`config.mk`:
```
export PLATFORM = sky130hd
export DESIGN_NAME = div_sched
export DESIGN_NICKNAME = d
export VERILOG_FILES = /design/src/rtl/div_sched.sv
export SDC_FILE = /design/constraint.sdc
export NUM_CORES = 1
export LEC_CHECK = 0
export ABC_AREA = 1
export CAP_MARGIN = 20
export CORE_MARGIN = 1
export CORE_UTILIZATION = 44
export DETAILED_ROUTE_END_ITERATION = 6
export GPL_TIMING_DRIVEN = 0
export MAX_ROUTING_LAYER = met4
export PLACE_DENSITY = 0.71
export SLEW_MARGIN = 10
export SYNTH_ARGS = -nofsm -noshare
export SYNTH_HDL_FRONTEND = slang
export SYNTH_SLANG_ARGS = --single-unit
```
`constraint.sdc`:
```
create_clock -name clk -period 4.8 [get_ports clk]
set_input_delay 0.72 -clock clk [delete_from_list [all_inputs] [get_ports clk]]
set_output_delay 0.72 -clock clk [all_outputs]
set_load 0.005 [all_outputs]
```
`src/rtl/div_sched.sv`:
```
// div_sched: two-port front end sharing one radix-2 restoring divider.
// Round-robin arbitration in IDLE, WIDTH shift-subtract cycles in CALC,
// result held on a valid/ready response port in DONE.
module div_sched #(
  parameter int WIDTH = 32
) (
  input  logic             clk,
  input  logic             rst,
  input  logic             req0_valid,
  output logic             req0_ready,
  input  logic [WIDTH-1:0] req0_dividend,
  input  logic [WIDTH-1:0] req0_divisor,
  input  logic             req1_valid,
  output logic             req1_ready,
  input  logic [WIDTH-1:0] req1_dividend,
  input  logic [WIDTH-1:0] req1_divisor,
  output logic             rsp_valid,
  input  logic             rsp_ready,
  output logic             rsp_id,
  output logic [WIDTH-1:0] rsp_quotient,
  output logic [WIDTH-1:0] rsp_remainder,
  output logic             rsp_div_zero,
  output logic             busy
);

  localparam int CW = $clog2(WIDTH + 1);
  localparam logic [CW-1:0] CNT_INIT = CW'(WIDTH);
  localparam logic [CW-1:0] CNT_ONE  = CW'(1);

  localparam logic [1:0] S_IDLE = 2'd0;
  localparam logic [1:0] S_CALC = 2'd1;
  localparam logic [1:0] S_DONE = 2'd2;

  logic [1:0]       r_state;
  logic [WIDTH-1:0] r_q;
  logic [WIDTH-1:0] r_d;
  // The partial remainder is architecturally WIDTH+1 bits, but after each
  // restore step it is always < D, so its top bit is always zero and only
  // WIDTH bits need to be stored.
  logic [WIDTH-1:0] r_rem;
  logic [CW-1:0]    r_cnt;
  logic             r_id;
  logic             r_last_grant;
  logic             r_div_zero;

  logic             w_idle;
  logic             w_grant;
  logic             w_accept0;
  logic             w_accept1;
  logic             w_accept;
  logic [WIDTH-1:0] w_dividend;
  logic [WIDTH-1:0] w_divisor;
  logic [WIDTH:0]   w_trial;
  logic             w_ge;
  logic [WIDTH-1:0] w_diff;

  assign w_idle = (r_state == S_IDLE);

  // Single requester wins outright; on a tie the one not granted last wins.
  assign w_grant = (req0_valid && req1_valid) ? ~r_last_grant : req1_valid;

  // Readies are gated by rst so they read 0 while reset is held.
  assign w_accept0 = rst && w_idle && req0_valid && !w_grant;
  assign w_accept1 = rst && w_idle && req1_valid && w_grant;
  assign w_accept  = w_accept0 || w_accept1;

  assign w_dividend = w_grant ? req1_dividend : req0_dividend;
  assign w_divisor  = w_grant ? req1_divisor  : req0_divisor;

  // One restoring step: shift in the next dividend bit, try subtracting D.
  // When the subtraction succeeds the true difference is < D, so the
  // low WIDTH bits of the modular difference are exact.
  assign w_trial = {r_rem, r_q[WIDTH-1]};
  assign w_ge    = (w_trial >= {1'b0, r_d});
  assign w_diff  = w_trial[WIDTH-1:0] - r_d;

  assign req0_ready    = w_accept0;
  assign req1_ready    = w_accept1;
  assign rsp_valid     = (r_state == S_DONE);
  assign busy          = !w_idle;
  assign rsp_id        = r_id;
  assign rsp_quotient  = r_q;
  assign rsp_remainder = r_rem;
  assign rsp_div_zero  = r_div_zero;

  // Control FSM and divide datapath.
  always_ff @(posedge clk or negedge rst) begin
    if (!rst) begin
      r_state      <= S_IDLE;
      r_q          <= '0;
      r_d          <= '0;
      r_rem        <= '0;
      r_cnt        <= '0;
      r_id         <= 1'b0;
      r_last_grant <= 1'b1;
      r_div_zero   <= 1'b0;
    end else begin
      case (r_state)
        S_IDLE: begin
          if (w_accept) begin
            r_d          <= w_divisor;
            r_cnt        <= CNT_INIT;
            r_id         <= w_grant;
            r_last_grant <= w_grant;
            if (w_divisor == '0) begin
              // Divide-by-zero short-circuits straight to the response.
              r_q        <= '1;
              r_rem      <= w_dividend;
              r_div_zero <= 1'b1;
              r_state    <= S_DONE;
            end else begin
              r_q        <= w_dividend;
              r_rem      <= '0;
              r_div_zero <= 1'b0;
              r_state    <= S_CALC;
            end
          end
        end
        S_CALC: begin
          r_rem <= w_ge ? w_diff : w_trial[WIDTH-1:0];
          r_q   <= {r_q[WIDTH-2:0], w_ge};
          r_cnt <= r_cnt - CNT_ONE;
          if (r_cnt == CNT_ONE) begin
            r_state <= S_DONE;
          end
        end
        S_DONE: begin
          // Results stay put until the consumer takes them.
          if (rsp_ready) begin
            r_state <= S_IDLE;
          end
        end
        default: begin
          r_state <= S_IDLE;
        end
      endcase
    end
  end

endmodule

```
==> flow_metrics.env, run 1 <==
export IMPL_synth_cell_area_um2=9010
export IMPL_status="complete, no violations"
export IMPL_drive_above_1_share_pct=4.38
export IMPL_grt_overflow_total=0
export IMPL_whs_ps=225
export IMPL_crit_type="in2out"
export IMPL_synth_area_per_cell_um2=6.13
export IMPL_synthTopCellsByArea="dfrtp_1, nand2_1, inv_1, nor2_1, ha_1"
export IMPL_viasPerCell=5.03
export IMPL_grt_max_degree=77
export IMPL_clkLatencyLatePin_ps=370
export IMPL_gp_congestion=0.958
export IMPL_peakVddDrop_v=0.000287
export IMPL_wl_per_cell_um=15.8
export IMPL_root_buffer="clkbuf_16"
export IMPL_layout_min_cycle_time_ps=3530
export IMPL_core_area_um2=19800
export IMPL_max_clock_freq_mhz=283
export IMPL_cpPeakStageDelay_ps=520
export IMPL_cts_setup_buffers=0
export IMPL_hold_path_class="in2async"
export IMPL_route_detailed_drc=0
export IMPL_gr_usage_all_layers_pct=30.8
export IMPL_wl_met2_mm=14.4
export IMPL_postRouteAntennaNets=0
export IMPL_synth_top_area_share_pct=29.4
export IMPL_start_kind="input pin"
export IMPL_cts_tree="yes"
export IMPL_cts_hold_buffers=0
export IMPL_cts_buffer_depth=2
export IMPL_syn_inst=1470
export IMPL_switching_share_pct=54.3
export IMPL_num_io_pins=203
export IMPL_worst_slew_pin_transition_ps=603
export IMPL_rows=51
export IMPL_cts_repair_resized=0
export IMPL_cp_slowest_cell="clkdlybuf4s50_1"
export IMPL_grt_setup_unrepaired="false"
export IMPL_numCtsBuffers=9
export IMPL_skew_ps=15.6
export IMPL_synthFlopType="dfrtp_1"
export IMPL_cellLeakagePower_nw=6.15
export IMPL_clockPowerShare_pct=8.4
export IMPL_end_kind="output pin"
export IMPL_die_area_um2=21100
export IMPL_wl_met1_mm=14.3
export IMPL_internal_power_mw=4.22
export IMPL_stdcell_area_um2=11700
export IMPL_yosysSeqAreaShare_pct=29.7
export IMPL_synth_edff_count=0
export IMPL_worstPathArrival_ps=2810
export IMPL_nNetsFinal=1851
export IMPL_p_switching_mw=5.02
export IMPL_ys_types=36
export IMPL_antenna_cells=0
export IMPL_critPathMaxFanout=10
export IMPL_clk_pin_slew_ps=90
export IMPL_die_x_um=145
export IMPL_grt_pass1_vias=9150
export IMPL_syn_nets=1638
export IMPL_yosys_register_bits=107
export IMPL_final_max_slew_violation_count=0
export IMPL_drt_wl_total_mm=30.9
export IMPL_async_flop_share_pct=100
export IMPL_required_ps=4080
export IMPL_final_period_utilization_pct=73.6
export IMPL_start_util_pct=45.5
export IMPL_synth_most_common_cell="nand2_1"
export IMPL_path_cells="clkdlybuf4s50_1, nand2_4, nand2_4, buf_4, inv_1, clkbuf_1, nor2_1, clkdlybuf4s50_1"
export IMPL_synth_top_area_cell="dfrtp_1"
export IMPL_cap_viol_max_count=0
export IMPL_port_buffers=201
export IMPL_finalHoldViolCount=0
export IMPL_fillers=1985
export IMPL_routed_top_layer="met4"
export IMPL_ys_warnings_count=0
export IMPL_num_vias=9827
export IMPL_synthToLayoutAreaGrowth_pct=29.6
export IMPL_htreeDepth=3
export IMPL_synth_commonest_cells="nand2_1, inv_1, nor2_1"
export IMPL_finish_utilization_pct=59.0
export IMPL_power_frac_comb_pct=71.9
export IMPL_finalSetupViolations=0
export IMPL_maxSlewHeadroom_pct=59.8
export IMPL_grt_pass1_wl_mm=49.3
export IMPL_placed_cell_area_um2=11400
export IMPL_power_frac_seq_pct=19.8
export IMPL_antenna_found_initial=0
export IMPL_clock_sinks=107
export IMPL_wl_met3_mm=1.85
export IMPL_drt_initial_drc_count=622
export IMPL_power_density_nw_per_um2=792
export IMPL_die_h_um=145
export IMPL_hpwl_mm=25.7
export IMPL_drtPass1Iterations=7
==> registers in the layout, indices dropped and copies added (netlist names) <==
signal,count
r_d,32
rsp_quotient,32
rsp_remainder,32
r_cnt,6
r_state,2
r_last_grant,1
rsp_div_zero,1
rsp_id,1
==> kinds of logic (layout without fill, tap and decap cells) <==
family          after synthesis  count (layout)  synth area share, %
compound gates              161             161                 9.62
xor+xnor                     14              14                 1.36
fa+ha+maj                    35              35                 4.94
mux                          10              10                 1.11
simple gates                860             860                 40.2
buf+inv                     283             501                 13.0
flops                       107             107                 29.7
==> worst paths after layout <==
kind / startpoint / to / slack (ps) / cells past startpoint
worst min register to register: r_d[4] / r_d[4] / 490 / 2
worst max register to register: r_d[9] / rsp_remainder[21] / 1980 / 14
max in group asynchronous: rst / r_d[14] / 3860 / 2
worst max-delay path: req0_valid / req0_ready / 1270 / 8
worst min-delay path: rst / rsp_quotient[8] / 220 / 1
min in group clk: r_d[4] / r_d[4] / 490 / 2
==> power groups by stage <==
stage	clock network (mW)	logic, mW	registers [mW]
floorplan	0	4.36	1.69
global placement	0	6.49	1.82
detailed placement	0	6.57	1.83
CTS	0.776	6.60	1.82
global route	0.812	7.46	1.88
finish	0.772	6.64	1.83
==> per-layer routing <==
layer	vias up	GRT usage, %
met5	-	-
met4	0	7.37
met3	30	3.93
met2	330	50.0
met1	4446	40.8
li1	5021	-
==> layout make-up <==
type                    instances  area, um2  area share (%)
multi-input cells            1080       5160            44.2
clock inverters                 6       63.8           0.547
clock buffers                  10        229            1.96
repair buffers                202       2040            17.5
well taps                     265        332            2.84
flip-flops and latches        107       2680            22.9
inverters                     223        837            7.17
plain buffers                  60        334            2.86
==> per-stage QoR <==
| step | TNS, ps | cells | worst slack (ps) | power, mW |
|---|---|---|---|---|
| after floorplan | 0 | 1470 | 2500 | 6.06 |
| after global routing | 0 | 1953 | 1090 | 10.1 |
| final | 0 | 1953 | 1270 | 9.24 |
| after CTS | 0 | 1953 | 1260 | 9.20 |
| after detailed placement | 0 | 1937 | 1270 | 8.40 |
| after global placement | -315490 | 1936 | -2190 | 8.30 |
==> worst max-delay path, delay by kind of cell <==
family,cells,cell delay (ps)
AND/OR/NAND/NOR,3,420
buffers and inverters,5,1650
==> layout by cell type, fill, tap and decap left out, types with 2 or more instances in the layout <==
cell / count
nand2_1: 503
inv_1: 221
clkdlybuf4s50_1: 200
nor2_1: 179
dfrtp_1: 106
o21ai_0: 83
nand3_1: 74
nand4_1: 51
ha_1: 34
clkbuf_1: 28
a21oi_1: 28
o21ai_1: 28
nand3b_1: 20
xor2_1: 14
buf_2: 12
mux2i_1: 10
buf_4: 9
nor2_2: 9
buf_6: 9
clkbuf_16: 9
nor3_1: 8
and2_1: 7
a21oi_2: 7
o22ai_1: 6
a22o_1: 5
buf_1: 4
nand2_4: 3
nand2_2: 2
inv_2: 2
nor2_4: 2
inv_8: 2
No activity file was read; power rests on OpenSTA's default activity.
==> run 2: changes to the inputs <==
==> constraint.sdc (replaced) <==
create_clock -name clk -period 3.33 [get_ports clk]
set_input_delay 0.4995 -clock clk [delete_from_list [all_inputs] [get_ports clk]]
set_output_delay 0.4995 -clock clk [all_outputs]
set_load 0.005 [all_outputs]
==> results of run 2 <==
Same layout as run 1 (identical final DEF). Status: complete, no violations.
Among the figures that moved: setup slack after placement 1270 ps -> 237 ps; setup slack after layout 1270 ps -> 236 ps; hold slack 225 ps -> 4.19 ps; register-to-register setup slack 1980 ps -> 510 ps; total power 9.24 mW -> 13.3 mW; worst IR drop on VDD 0.000287 V -> 0.000414 V
==> run 3: changes to the inputs <==
--- a/config.mk
+++ b/config.mk
@@ -5,14 +5,15 @@
 export SDC_FILE = /design/constraint.sdc
 export NUM_CORES = 1
 export LEC_CHECK = 0
-export ABC_AREA = 1
 export CAP_MARGIN = 20
 export CORE_MARGIN = 1
 export CORE_UTILIZATION = 44
+export CTS_CLUSTER_SIZE = 16
 export DETAILED_ROUTE_END_ITERATION = 6
+export GPL_ROUTABILITY_DRIVEN = 0
 export GPL_TIMING_DRIVEN = 0
 export MAX_ROUTING_LAYER = met4
-export PLACE_DENSITY = 0.71
+export PLACE_DENSITY = 0.74
 export SLEW_MARGIN = 10
 export SYNTH_ARGS = -nofsm -noshare
 export SYNTH_HDL_FRONTEND = slang
==> run 3 against run 2 <==
Clock-buffer cell count increased by 3; first-iteration DRC count up 1.6%; global-route usage fell by 2.7 points; routed wire length decreased by 25%; critical path type unchanged.
==> flow_metrics.env, run 3 <==
export IMPL_status="complete, no violations"
export IMPL_die_h_um=131
export IMPL_root_buffer="clkbuf_16"
export IMPL_fin_cells=1293
export IMPL_cts_tree="yes"
export IMPL_synthToLayoutAreaGrowth_pct=36.0
export IMPL_layout_common_cells="clkdlybuf4s50_1, dfrtp_1, o21ai_0, inv_1, nand2_1"
export IMPL_switching_share_pct=46.1
export IMPL_drt_initial_drc_count=632
export IMPL_antenna_cells=0
export IMPL_synth_commonest_cells="dfrtp_1, o21ai_0, inv_1"
export IMPL_hold_path_class="in2async"
export IMPL_yosysSeqAreaShare_pct=36.5
export IMPL_finish_utilization_pct=62.0
export IMPL_max_clock_freq_mhz=314
export IMPL_cts_buffer_depth=2
export IMPL_wl_per_cell_um=18.0
export IMPL_synthFlopType="dfrtp_1"
export IMPL_cellLeakagePower_nw=4.33
export IMPL_p_switching_mw=5.10
export IMPL_power_frac_seq_pct=22.8
export IMPL_yosys_register_bits=107
export IMPL_setup_ws_ps=143
export IMPL_die_area_um2=17200
export IMPL_synthTopCellsByArea="dfrtp_1, mux2i_1, o21ai_0, ha_1, a221o_1"
export IMPL_total_power_mw=11.1
export IMPL_route_detailed_drc=0
export IMPL_synth_compound_area_share_pct=24.5
export IMPL_synth_edff_count=0
export IMPL_postRouteAntennaNets=0
export IMPL_power_frac_comb_pct=67.9
export IMPL_ys_types=52
export IMPL_hpwl_mm=18.5
export IMPL_drt_wl_total_mm=23.3
export IMPL_clk_pin_slew_ps=70
export IMPL_synth_top_family_by_area="compound AO/OA/AOI/OAI gates"
export IMPL_yosys_area_share_simple_pct=13.7
export IMPL_end_kind="output pin"
export IMPL_power_density_nw_per_um2=1110
export IMPL_htreeDepth=3
export IMPL_syn_inst=857
export IMPL_drtPass1Iterations=5
export IMPL_final_period_utilization_pct=95.7
export IMPL_viasPerCell=5.64
export IMPL_port_buffers=202
export IMPL_grt_setup_unrepaired="false"
export IMPL_nNetsFinal=1240
export IMPL_internal_power_mw=5.97
export IMPL_maxSlewHeadroom_pct=53.7
export IMPL_clock_sinks=107
export IMPL_peakVddDrop_v=0.000467
export IMPL_die_x_um=131
export IMPL_place_inst=1276
export IMPL_start_kind="input pin"
export IMPL_synth_fa_ha_area_share_pct=6.06
export IMPL_rows=46
export IMPL_synthXorXnorAreaFrac_pct=3.70
export IMPL_crit_type="in2out"
export IMPL_synth_top_area_cell="dfrtp_1"
export IMPL_synth_area_per_cell_um2=8.57
export IMPL_drive_above_1_share_pct=4.64
export IMPL_ys_warnings_count=0
export IMPL_syn_nets=1025
export IMPL_final_max_slew_violation_count=0
export IMPL_numCtsBuffers=9
export IMPL_async_flop_share_pct=100
export IMPL_pre_cts_slack_ps=-688
export IMPL_synth_most_common_cell="dfrtp_1"
export IMPL_antenna_found_initial=0
export IMPL_gr_usage_all_layers_pct=28.1
export IMPL_finalSetupViolations=0
export IMPL_synth_top_area_share_pct=36.1
export IMPL_grt_pass1_wl_mm=37.1
export IMPL_critPathMaxFanout=19
export IMPL_core_area_um2=16100
export IMPL_start_util_pct=45.6
export IMPL_cts_hold_buffers=0
export IMPL_layout_min_cycle_time_ps=3190
export IMPL_skew_ps=7.58
export IMPL_mostFrequentLayoutCell="clkdlybuf4s50_1"
export IMPL_grt_max_degree=69
export IMPL_clockPowerShare_pct=9.3
export IMPL_grt_overflow_total=0
export IMPL_worstPathArrival_ps=2690
export IMPL_worst_slew_pin_transition_ps=687
export IMPL_synth_mux_area_share_pct=8.86
export IMPL_num_vias=7291
export IMPL_synth_cell_area_um2=7350
export IMPL_clkLatencyLatePin_ps=360
export IMPL_num_io_pins=203
export IMPL_cap_viol_max_count=0
export IMPL_required_ps=2830
export IMPL_grt_pass1_vias=7075
export IMPL_finalHoldViolCount=0
-- run 3: kinds of logic (layout without fill, tap and decap cells) --
kind of cell	after synthesis	count (layout)
adders and majority gates	35	35
xor gates and xnor gates	31	31
muxes	65	65
buffers and inverters	125	345
DFF	107	107
and+or+nand+nor	220	220
AOI/OAI and AO/OA	274	274
-- run 3: worst max-delay path: stages --
cell and delay (ps):
clkdlybuf4s50_1 520, a21boi_4 380, buf_4 300, buf_6 270
and2_1 190, clkdlybuf4s50_1 500
-- run 3: repair_timing --
item,4_1_cts,5_1_grt
pin swaps,0,2
setup endpoints to repair,18,24
endpoints found under the hold margin,0,0
buffers inserted,0,2
gates resized for setup,4,6
-- run 3: area by class of cell --
| type | instances | area (um2) |
|---|---|---|
| multi-input cells | 625 | 4210 |
| plain buffers | 48 | 210 |
| well taps | 216 | 270 |
| fillers | 1441 | 6120 |
| clock inverters | 3 | 23.8 |
| flip-flops and latches | 107 | 2680 |
| repair buffers | 205 | 2070 |
| inverters | 76 | 285 |
| clock buffers | 13 | 250 |
-- run 3: stage by stage --
| stage | instance area (um2) | hold slack [ps] | setup TNS, ps |
|---|---|---|---|
| 6_report | 9990 | 44.9 | 0 |
| 5_1_grt | 9990 | 71.8 | 0 |
| 4_1_cts | 9950 | 53.2 | 0 |
| 3_5_place_dp | 9670 | 436 | -23320 |
| 3_3_place_gp | 9640 | 461 | -614010 |
| 2_1_floorplan | 7350 | 204 | 0 |
-- run 3: per-layer routing --
| metal | wire length [um] | vias to the layer above | global-route usage (%) |
|---|---|---|---|
| li1 | - | 3530 | - |
| met1 | 10600 | 3426 | 36.9 |
| met2 | 10600 | 309 | 44.5 |
| met3 | 1690 | 26 | 4.98 |
| met4 | 384 | 0 | 7.65 |
| met5 | 0 | - | - |
-- run 3: worst paths after layout --
kind                            slack [ps]  cells past startpoint           endpoint       start
max in group asynchronous             2620                      2            r_d[13]         rst
worst max-delay path                   140                      6         req1_ready  req1_valid
worst max register to register         240                     12  rsp_remainder[19]      r_d[1]
min in group clk                       480                      2            r_d[15]     r_d[15]
worst min register to register         480                      2            r_d[15]     r_d[15]
worst min-delay path                    40                      1         r_state[0]         rst
-- run 3: power by group through the flow --
stage | Combinational, mW | Clock (mW) | Sequential (mW)
6_report | 7.52 | 1.03 | 2.52
5_1_grt | 8.32 | 1.08 | 2.61
4_1_cts | 7.37 | 1.03 | 2.52
3_5_place_dp | 7.34 | 0 | 2.53
3_3_place_gp | 7.19 | 0 | 2.50
2_1_floorplan | 4.99 | 0 | 2.41
